<file path="config.mk">
export PLATFORM = sky130hd
export DESIGN_NAME = fp_result_arbiter_flat
export DESIGN_NICKNAME = d
export VERILOG_FILES = /design/src/rtl/fp_result_arbiter_if.sv /design/src/rtl/fp_result_arbiter.sv /design/src/flat_wrapper.sv
export SDC_FILE = /design/constraint.sdc
export NUM_CORES = 1
export LEC_CHECK = 0
export BUFFER_PORTS_ARGS = -buffer_cell sky130_fd_sc_hd__buf_2
export CORE_ASPECT_RATIO = 0.9
export CORE_MARGIN = 4
export CORE_UTILIZATION = 51
export CTS_BUF_LIST = sky130_fd_sc_hd__clkbuf_8 sky130_fd_sc_hd__clkbuf_16
export DETAILED_ROUTE_END_ITERATION = 16
export PLACE_DENSITY = 0.93
export RECOVER_POWER = 100
export SETUP_SLACK_MARGIN = 0.2
export SLEW_MARGIN = 20
export SYNTH_ARGS = -nofsm -noshare
export SYNTH_HDL_FRONTEND = slang
export SYNTH_SLANG_ARGS = --single-unit
</file>
<file path="constraint.sdc">
create_clock -name clk -period 4.55 [get_ports clk]
set_input_delay 0.455 -clock clk [delete_from_list [all_inputs] [get_ports clk]]
set_output_delay 0.455 -clock clk [all_outputs]
set_load 0.02 [all_outputs]
</file>
<file path="src/rtl/fp_result_arbiter_if.sv">
// Handshake bundle between the FP execution units, the result arbiter and writeback.
// The arbiter uses the slave view; the units and writeback together use the master view.
interface fp_result_arbiter_if #(
    parameter int NUM_REQ = 3,
    parameter int TAG_W   = 4
);
    logic [NUM_REQ-1:0]       req_valid;
    logic [NUM_REQ-1:0]       req_ready;
    logic [NUM_REQ-1:0]       req_sign;
    logic [NUM_REQ*11-1:0]    req_exp;
    logic [NUM_REQ*52-1:0]    req_mant;
    logic [NUM_REQ-1:0]       req_nan;
    logic [NUM_REQ-1:0]       req_inf;
    logic [NUM_REQ-1:0]       req_zero;
    logic [NUM_REQ*TAG_W-1:0] req_tag;
    logic                     out_valid;
    logic                     out_ready;
    logic [63:0]              out_fp;
    logic [TAG_W-1:0]         out_tag;
    logic [1:0]               out_src;
    logic [1:0]               out_count;

    modport slave (
        input  req_valid, req_sign, req_exp, req_mant, req_nan, req_inf, req_zero, req_tag,
        input  out_ready,
        output req_ready, out_valid, out_fp, out_tag, out_src, out_count
    );

    modport master (
        output req_valid, req_sign, req_exp, req_mant, req_nan, req_inf, req_zero, req_tag,
        output out_ready,
        input  req_ready, out_valid, out_fp, out_tag, out_src, out_count
    );
endinterface

</file>
<file path="src/rtl/fp_result_arbiter.sv">
// Round-robin arbiter that packs one FP unit result per cycle into IEEE-754 double
// format and buffers it in a 2-entry FIFO toward writeback.
module fp_result_arbiter #(
    parameter int NUM_REQ = 3,
    parameter int TAG_W   = 4
) (
    input  logic               clk,
    input  logic               rst,
    fp_result_arbiter_if.slave bus
);
    localparam int unsigned NR = NUM_REQ;

    typedef struct packed {
        logic [63:0]      fp;
        logic [TAG_W-1:0] tag;
        logic [1:0]       src;
    } entry_t;

    entry_t             head_q;
    entry_t             tail_q;
    entry_t             push_entry;
    logic [1:0]         count_q;
    logic [1:0]         rr_ptr;
    logic [1:0]         rr_next;
    logic [NUM_REQ-1:0] grant;
    logic               found;
    int unsigned        gsel;
    logic               push;
    logic               pop;

    logic               sel_sign;
    logic [10:0]        sel_exp;
    logic [51:0]        sel_mant;
    logic               sel_nan;
    logic               sel_inf;
    logic               sel_zero;
    logic [TAG_W-1:0]   sel_tag;

    // Search rr_ptr, rr_ptr+1, ... and take the first valid requester.
    always_comb begin
        int unsigned idx;
        grant = '0;
        found = 1'b0;
        gsel  = 0;
        idx   = 0;
        if (!rst && count_q != 2'd2) begin
            for (int unsigned k = 0; k < NR; k++) begin
                idx = (32'(rr_ptr) + k) % NR;
                for (int unsigned i = 0; i < NR; i++) begin
                    if (!found && i == idx && bus.req_valid[i]) begin
                        found    = 1'b1;
                        grant[i] = 1'b1;
                        gsel     = i;
                    end
                end
            end
        end
    end

    assign rr_next = 2'((gsel + 1) % NR);
    assign push    = found;
    assign pop     = (count_q != 2'd0) && bus.out_ready;

    always_comb begin
        sel_sign = 1'b0;
        sel_exp  = '0;
        sel_mant = '0;
        sel_nan  = 1'b0;
        sel_inf  = 1'b0;
        sel_zero = 1'b0;
        sel_tag  = '0;
        for (int unsigned i = 0; i < NR; i++) begin
            if (grant[i]) begin
                sel_sign = bus.req_sign[i];
                sel_exp  = bus.req_exp[i*11 +: 11];
                sel_mant = bus.req_mant[i*52 +: 52];
                sel_nan  = bus.req_nan[i];
                sel_inf  = bus.req_inf[i];
                sel_zero = bus.req_zero[i];
                sel_tag  = bus.req_tag[i*TAG_W +: TAG_W];
            end
        end
    end

    always_comb begin
        push_entry     = '0;
        push_entry.tag = sel_tag;
        push_entry.src = 2'(gsel);
        if (sel_nan)
            push_entry.fp = 64'h7FF8_0000_0000_0001;
        else if (sel_inf)
            push_entry.fp = {sel_sign, 11'h7FF, 52'h0};
        else if (sel_zero)
            push_entry.fp = {sel_sign, 11'h000, 52'h0};
        else
            push_entry.fp = {sel_sign, sel_exp, sel_mant};
    end

    // head_q is the FIFO head and doubles as the output register, so it keeps
    // its last value once drained; tail_q only holds the second entry.
    always_ff @(posedge clk) begin
        if (rst) begin
            count_q <= '0;
            rr_ptr  <= '0;
            head_q  <= '0;
            tail_q  <= '0;
        end else begin
            if (push)
                rr_ptr <= rr_next;
            if (pop && count_q == 2'd2)
                head_q <= tail_q;
            if (push) begin
                if (count_q == 2'd0 || (count_q == 2'd1 && pop))
                    head_q <= push_entry;
                else
                    tail_q <= push_entry;
            end
            if (push && !pop)
                count_q <= count_q + 2'd1;
            else if (pop && !push)
                count_q <= count_q - 2'd1;
        end
    end

    assign bus.req_ready = grant;
    assign bus.out_valid = (count_q != 2'd0);
    assign bus.out_fp    = head_q.fp;
    assign bus.out_tag   = head_q.tag;
    assign bus.out_src   = head_q.src;
    assign bus.out_count = count_q;
endmodule

</file>
<file path="src/flat_wrapper.sv">
// flat-port wrapper written by rule: the top's interface ports become plain ports
module fp_result_arbiter_flat 
#(
    parameter int NUM_REQ = 3,
    parameter int TAG_W   = 4
)
  (clk, rst, bus_req_valid, bus_req_sign, bus_req_exp, bus_req_mant, bus_req_nan, bus_req_inf, bus_req_zero, bus_req_tag, bus_out_ready, bus_req_ready, bus_out_valid, bus_out_fp, bus_out_tag, bus_out_src, bus_out_count);
  fp_result_arbiter_if #(.NUM_REQ(NUM_REQ), .TAG_W(TAG_W)) bus_i ();
  input  logic clk;
  input  logic rst;
  input wire logic [$bits(bus_i.req_valid)-1:0] bus_req_valid;
  input wire logic [$bits(bus_i.req_sign)-1:0] bus_req_sign;
  input wire logic [$bits(bus_i.req_exp)-1:0] bus_req_exp;
  input wire logic [$bits(bus_i.req_mant)-1:0] bus_req_mant;
  input wire logic [$bits(bus_i.req_nan)-1:0] bus_req_nan;
  input wire logic [$bits(bus_i.req_inf)-1:0] bus_req_inf;
  input wire logic [$bits(bus_i.req_zero)-1:0] bus_req_zero;
  input wire logic [$bits(bus_i.req_tag)-1:0] bus_req_tag;
  input wire logic [$bits(bus_i.out_ready)-1:0] bus_out_ready;
  output wire logic [$bits(bus_i.req_ready)-1:0] bus_req_ready;
  output wire logic [$bits(bus_i.out_valid)-1:0] bus_out_valid;
  output wire logic [$bits(bus_i.out_fp)-1:0] bus_out_fp;
  output wire logic [$bits(bus_i.out_tag)-1:0] bus_out_tag;
  output wire logic [$bits(bus_i.out_src)-1:0] bus_out_src;
  output wire logic [$bits(bus_i.out_count)-1:0] bus_out_count;
  assign bus_i.req_valid = bus_req_valid;
  assign bus_i.req_sign = bus_req_sign;
  assign bus_i.req_exp = bus_req_exp;
  assign bus_i.req_mant = bus_req_mant;
  assign bus_i.req_nan = bus_req_nan;
  assign bus_i.req_inf = bus_req_inf;
  assign bus_i.req_zero = bus_req_zero;
  assign bus_i.req_tag = bus_req_tag;
  assign bus_i.out_ready = bus_out_ready;
  assign bus_req_ready = bus_i.req_ready;
  assign bus_out_valid = bus_i.out_valid;
  assign bus_out_fp = bus_i.out_fp;
  assign bus_out_tag = bus_i.out_tag;
  assign bus_out_src = bus_i.out_src;
  assign bus_out_count = bus_i.out_count;
  fp_result_arbiter #(.NUM_REQ(NUM_REQ), .TAG_W(TAG_W)) u_core (.clk(clk), .rst(rst), .bus(bus_i));
endmodule
</file>
==> results_dict.tcl <==
set metrics [dict create \
    status "completed" \
    hpwl_mm 15.2 \
    nets 1223 \
    power_density_nw_per_um2 568 \
    gr-usage-all-layers_pct 27.0 \
    ioPinCount 295 \
    wire_per_inst_um 18.4 \
    cellInternalPower_mw 3.03 \
    ctsHoldBuffers 0 \
    postRouteAntennaNets 0 \
    hp-start "bus_req_mant[9]" \
    endpoint_kind "output pin" \
    fill_cells 1056 \
    ys.flop_type "dfxtp_1" \
    die_h_um 116 \
    hold_viol_final 0 \
    synth_edf_count 0 \
    cp-start-kind "register" \
    vias 7078 \
    hold_depth 3 \
    place_ws_ns 1.17 \
    power_mw 4.91 \
    p_leak_nw 3.77 \
    ys_ff_latch 144 \
    pwr-share-seq_pct 34.2 \
    start_util_pct 52.4 \
    grt.overflow.total 0 \
    r2r-start "u_core.bus.out_count[0]" \
    ys_seq_area_share_pct 43.2 \
    drv_cap 0 \
    rows 39 \
    multi_input_area_um2 3420 \
    via_per_inst 6.03 \
    antenna_found_initial 0 \
    htree_levels 4 \
    clockBufferDepth 2 \
    regArea_um2 2880 \
    tightest_slew_ns 1.34 \
    reg2reg_depth 8 \
    setup_viol 0 \
    p_comb_share_pct 36.1 \
    syn_inst 744 \
    p_sw_share_pct 38.3 \
    grt_max_degree 59 \
    cts-buffers-inserted 17 \
    min_period_ns 3.75 \
    yosys_warnings 0 \
    avgSynthCellArea_um2 8.97 \
    die_w_um 129 \
    rsz0062_at_grt "false" \
    async_flop_share_pct 0 \
    clockPowerShare_pct 29.7 \
    skew_ns 0.00862 \
    cp.required_ns 4.09 \
    min_to "u_core.tail_q[15]" \
    root_buffer "clkbuf_16" \
    worst_slack_ns 0.805 \
    tns_ns 0 \
    cts_tree "done" \
    hold_class "primary input to register" \
    power.net_switching_mw 1.88 \
    ir_drop_uv 315 \
    r2r_slack_ns 0.83 \
    drv_slew 0 \
    initialDrtViolationCount 1070 \
    drive_above_1_share_pct 27.8 \
    drt_first_pass_iters 9 \
    grt_pass1_wl_mm 32.7 \
    antennaDiodeCount 0 \
    critPathArrivalTime_ns 3.29 \
    clock-sinks 144 \
    grt_pass1_vias 6571 \
    max_freq_ghz 0.267 \
    area_growth_pct 29.5 \
    clk_latency_ns 0.40 \
    period_share_pct 82.3 \
    syn_nets 970 \
    postCtsResizedCells 0 \
    portBuffers 294 \
    path_class "register to output pin" \
    place.gp.congestion 0.937 \
    relSlewSlack_pct 10.7 \
    clk_pin_slew_ns 0.06 \
    synth.distinct_cells 58 \
    reg2reg_to "u_core.bus.out_fp[20]" \
    drt-total-wl_mm 21.6 \
    synthesis.area_um2 6670 \
    path_max_fanout 58 \
    drc 0 \
    dieArea_um2 15000 \
    coreArea_um2 12700 \
    post_cts_buffers 0 \
]
## critical path: stages (launching register included)
cell,delay [ns]
dfxtp_1,0.34
inv_1,0.06
ha_1,0.42
and2_0,0.24
o41a_1,0.48
nor2_4,0.14
clkbuf_2,0.91
clkbuf_1,0.30
## sequential cells by signal, summed over array words and instances, names as in the netlist
signal and count:
u_core.bus.out_src 2, u_core.bus.out_fp 64, u_core.tail_q 70, u_core.rr_ptr 2, u_core.bus.out_tag 4, u_core.bus.out_count 2
## routing by layer
| layer | wire length [um] | global-route usage, % |
|---|---|---|
| met4 | 456 | 9.31 |
| met3 | 1920 | 6.04 |
| met5 | 0 | 0 |
| met1 | 8480 | 34.8 |
| met2 | 10800 | 45.2 |
## layout by cell type, fill, tap and decap left out, types with 3 or more instances in the layout
cell        count
o22ai_1        49
ha_1            7
and3_1          3
a31oi_1         3
inv_1           7
nand4_1         3
a221o_1         4
nand3_1        15
bufinv_16       3
clkbuf_1       75
clkbuf_16      17
a211oi_1        4
a222oi_1       49
nand2_1       118
dfxtp_1       144
a21o_1          3
inv_6           3
clkinv_4        3
a21oi_1        26
clkinvlp_4      3
o21ai_0        80
buf_2         219
o31ai_1         4
nand3b_1       15
a31o_2          6
mux2i_1        50
a22oi_1        12
nor3_1          3
buf_4           8
nor2_1         15
o22a_1         11
## power groups by stage
stage	combinational, mW	sequential, mW	clock [mW]
2_1_floorplan	1.08	1.88	0
3_3_place_gp	1.78	1.68	0
3_5_place_dp	1.82	1.69	0
4_1_cts	1.83	1.67	1.47
5_1_grt	1.93	1.70	1.53
6_report	1.77	1.68	1.46
## worst max-delay path by stage
stage | from | to | slack, ns
5_1_grt | u_core.bus.out_count[0] | u_core.tail_q[51] | 0.54
4_1_cts | u_core.bus.out_count[0] | u_core.tail_q[51] | 1.11
6_report | u_core.rr_ptr[0] | bus_req_ready[2] | 0.80
3_5_place_dp | u_core.bus.out_count[0] | u_core.tail_q[16] | 1.17
2_1_floorplan | u_core.rr_ptr[0] | u_core.bus.out_fp[29] | 2.13
3_3_place_gp | u_core.bus.out_count[0] | u_core.tail_q[55] | 1.34
## kinds of logic after synthesis
kind of cell / share of synthesized area (%)
AO/OA/AOI/OAI: 29.0
AND/OR/NAND/NOR: 13.0
flip-flops: 43.2
buffers and inverters: 5.50
multiplexers: 7.67
adder cells (fa/ha/maj): 1.31
XOR/XNOR: 0.263
## synth_stat cells (4+ instances only)
cell type | instances | share of area, %
and3_1 | 4 | 0.38
mux2i_1 | 50 | 7.5
a22oi_1 | 12 | 1.4
dfxtp_1 | 144 | 43
o21ai_0 | 32 | 2.4
and2_1 | 4 | 0.38
ha_1 | 7 | 1.3
nand2_1 | 118 | 6.6
nor2_1 | 16 | 0.90
o21ai_1 | 49 | 3.7
inv_1 | 7 | 0.39
nand3_1 | 16 | 1.2
o22a_1 | 11 | 1.4
buf_6 | 7 | 1.2
nand3b_1 | 15 | 1.7
a31o_2 | 7 | 0.92
a211oi_1 | 4 | 0.45
o22ai_1 | 49 | 4.6
buf_2 | 7 | 0.53
a222oi_1 | 49 | 7.4
clkbuf_1 | 51 | 2.9
a21oi_1 | 26 | 2.0
a221o_1 | 4 | 0.60
## through the flow
stage	hold WS [ns]	util [%]	cell area [um^2]	cells
2_1_floorplan	0.425	-	6670	744
3_3_place_gp	0.435	63.8	8130	1142
3_5_place_dp	0.440	63.8	8130	1142
4_1_cts	0.327	68.7	8760	1174
5_1_grt	0.354	67.8	8640	1174
6_report	0.354	67.8	8640	1174
## final cells by class
| type | instances | share of cell area, % |
|---|---|---|
| Multi-Input combinational cell | 521 | 39.6 |
| Clock buffer | 19 | 5.24 |
| Clock inverter | 13 | 2.04 |
| Inverter | 8 | 0.348 |
| Tap cell | 164 | 2.38 |
| Sequential cell | 144 | 33.4 |
| Timing Repair Buffer | 305 | 17.0 |
Power figures use the tool's default switching activity.
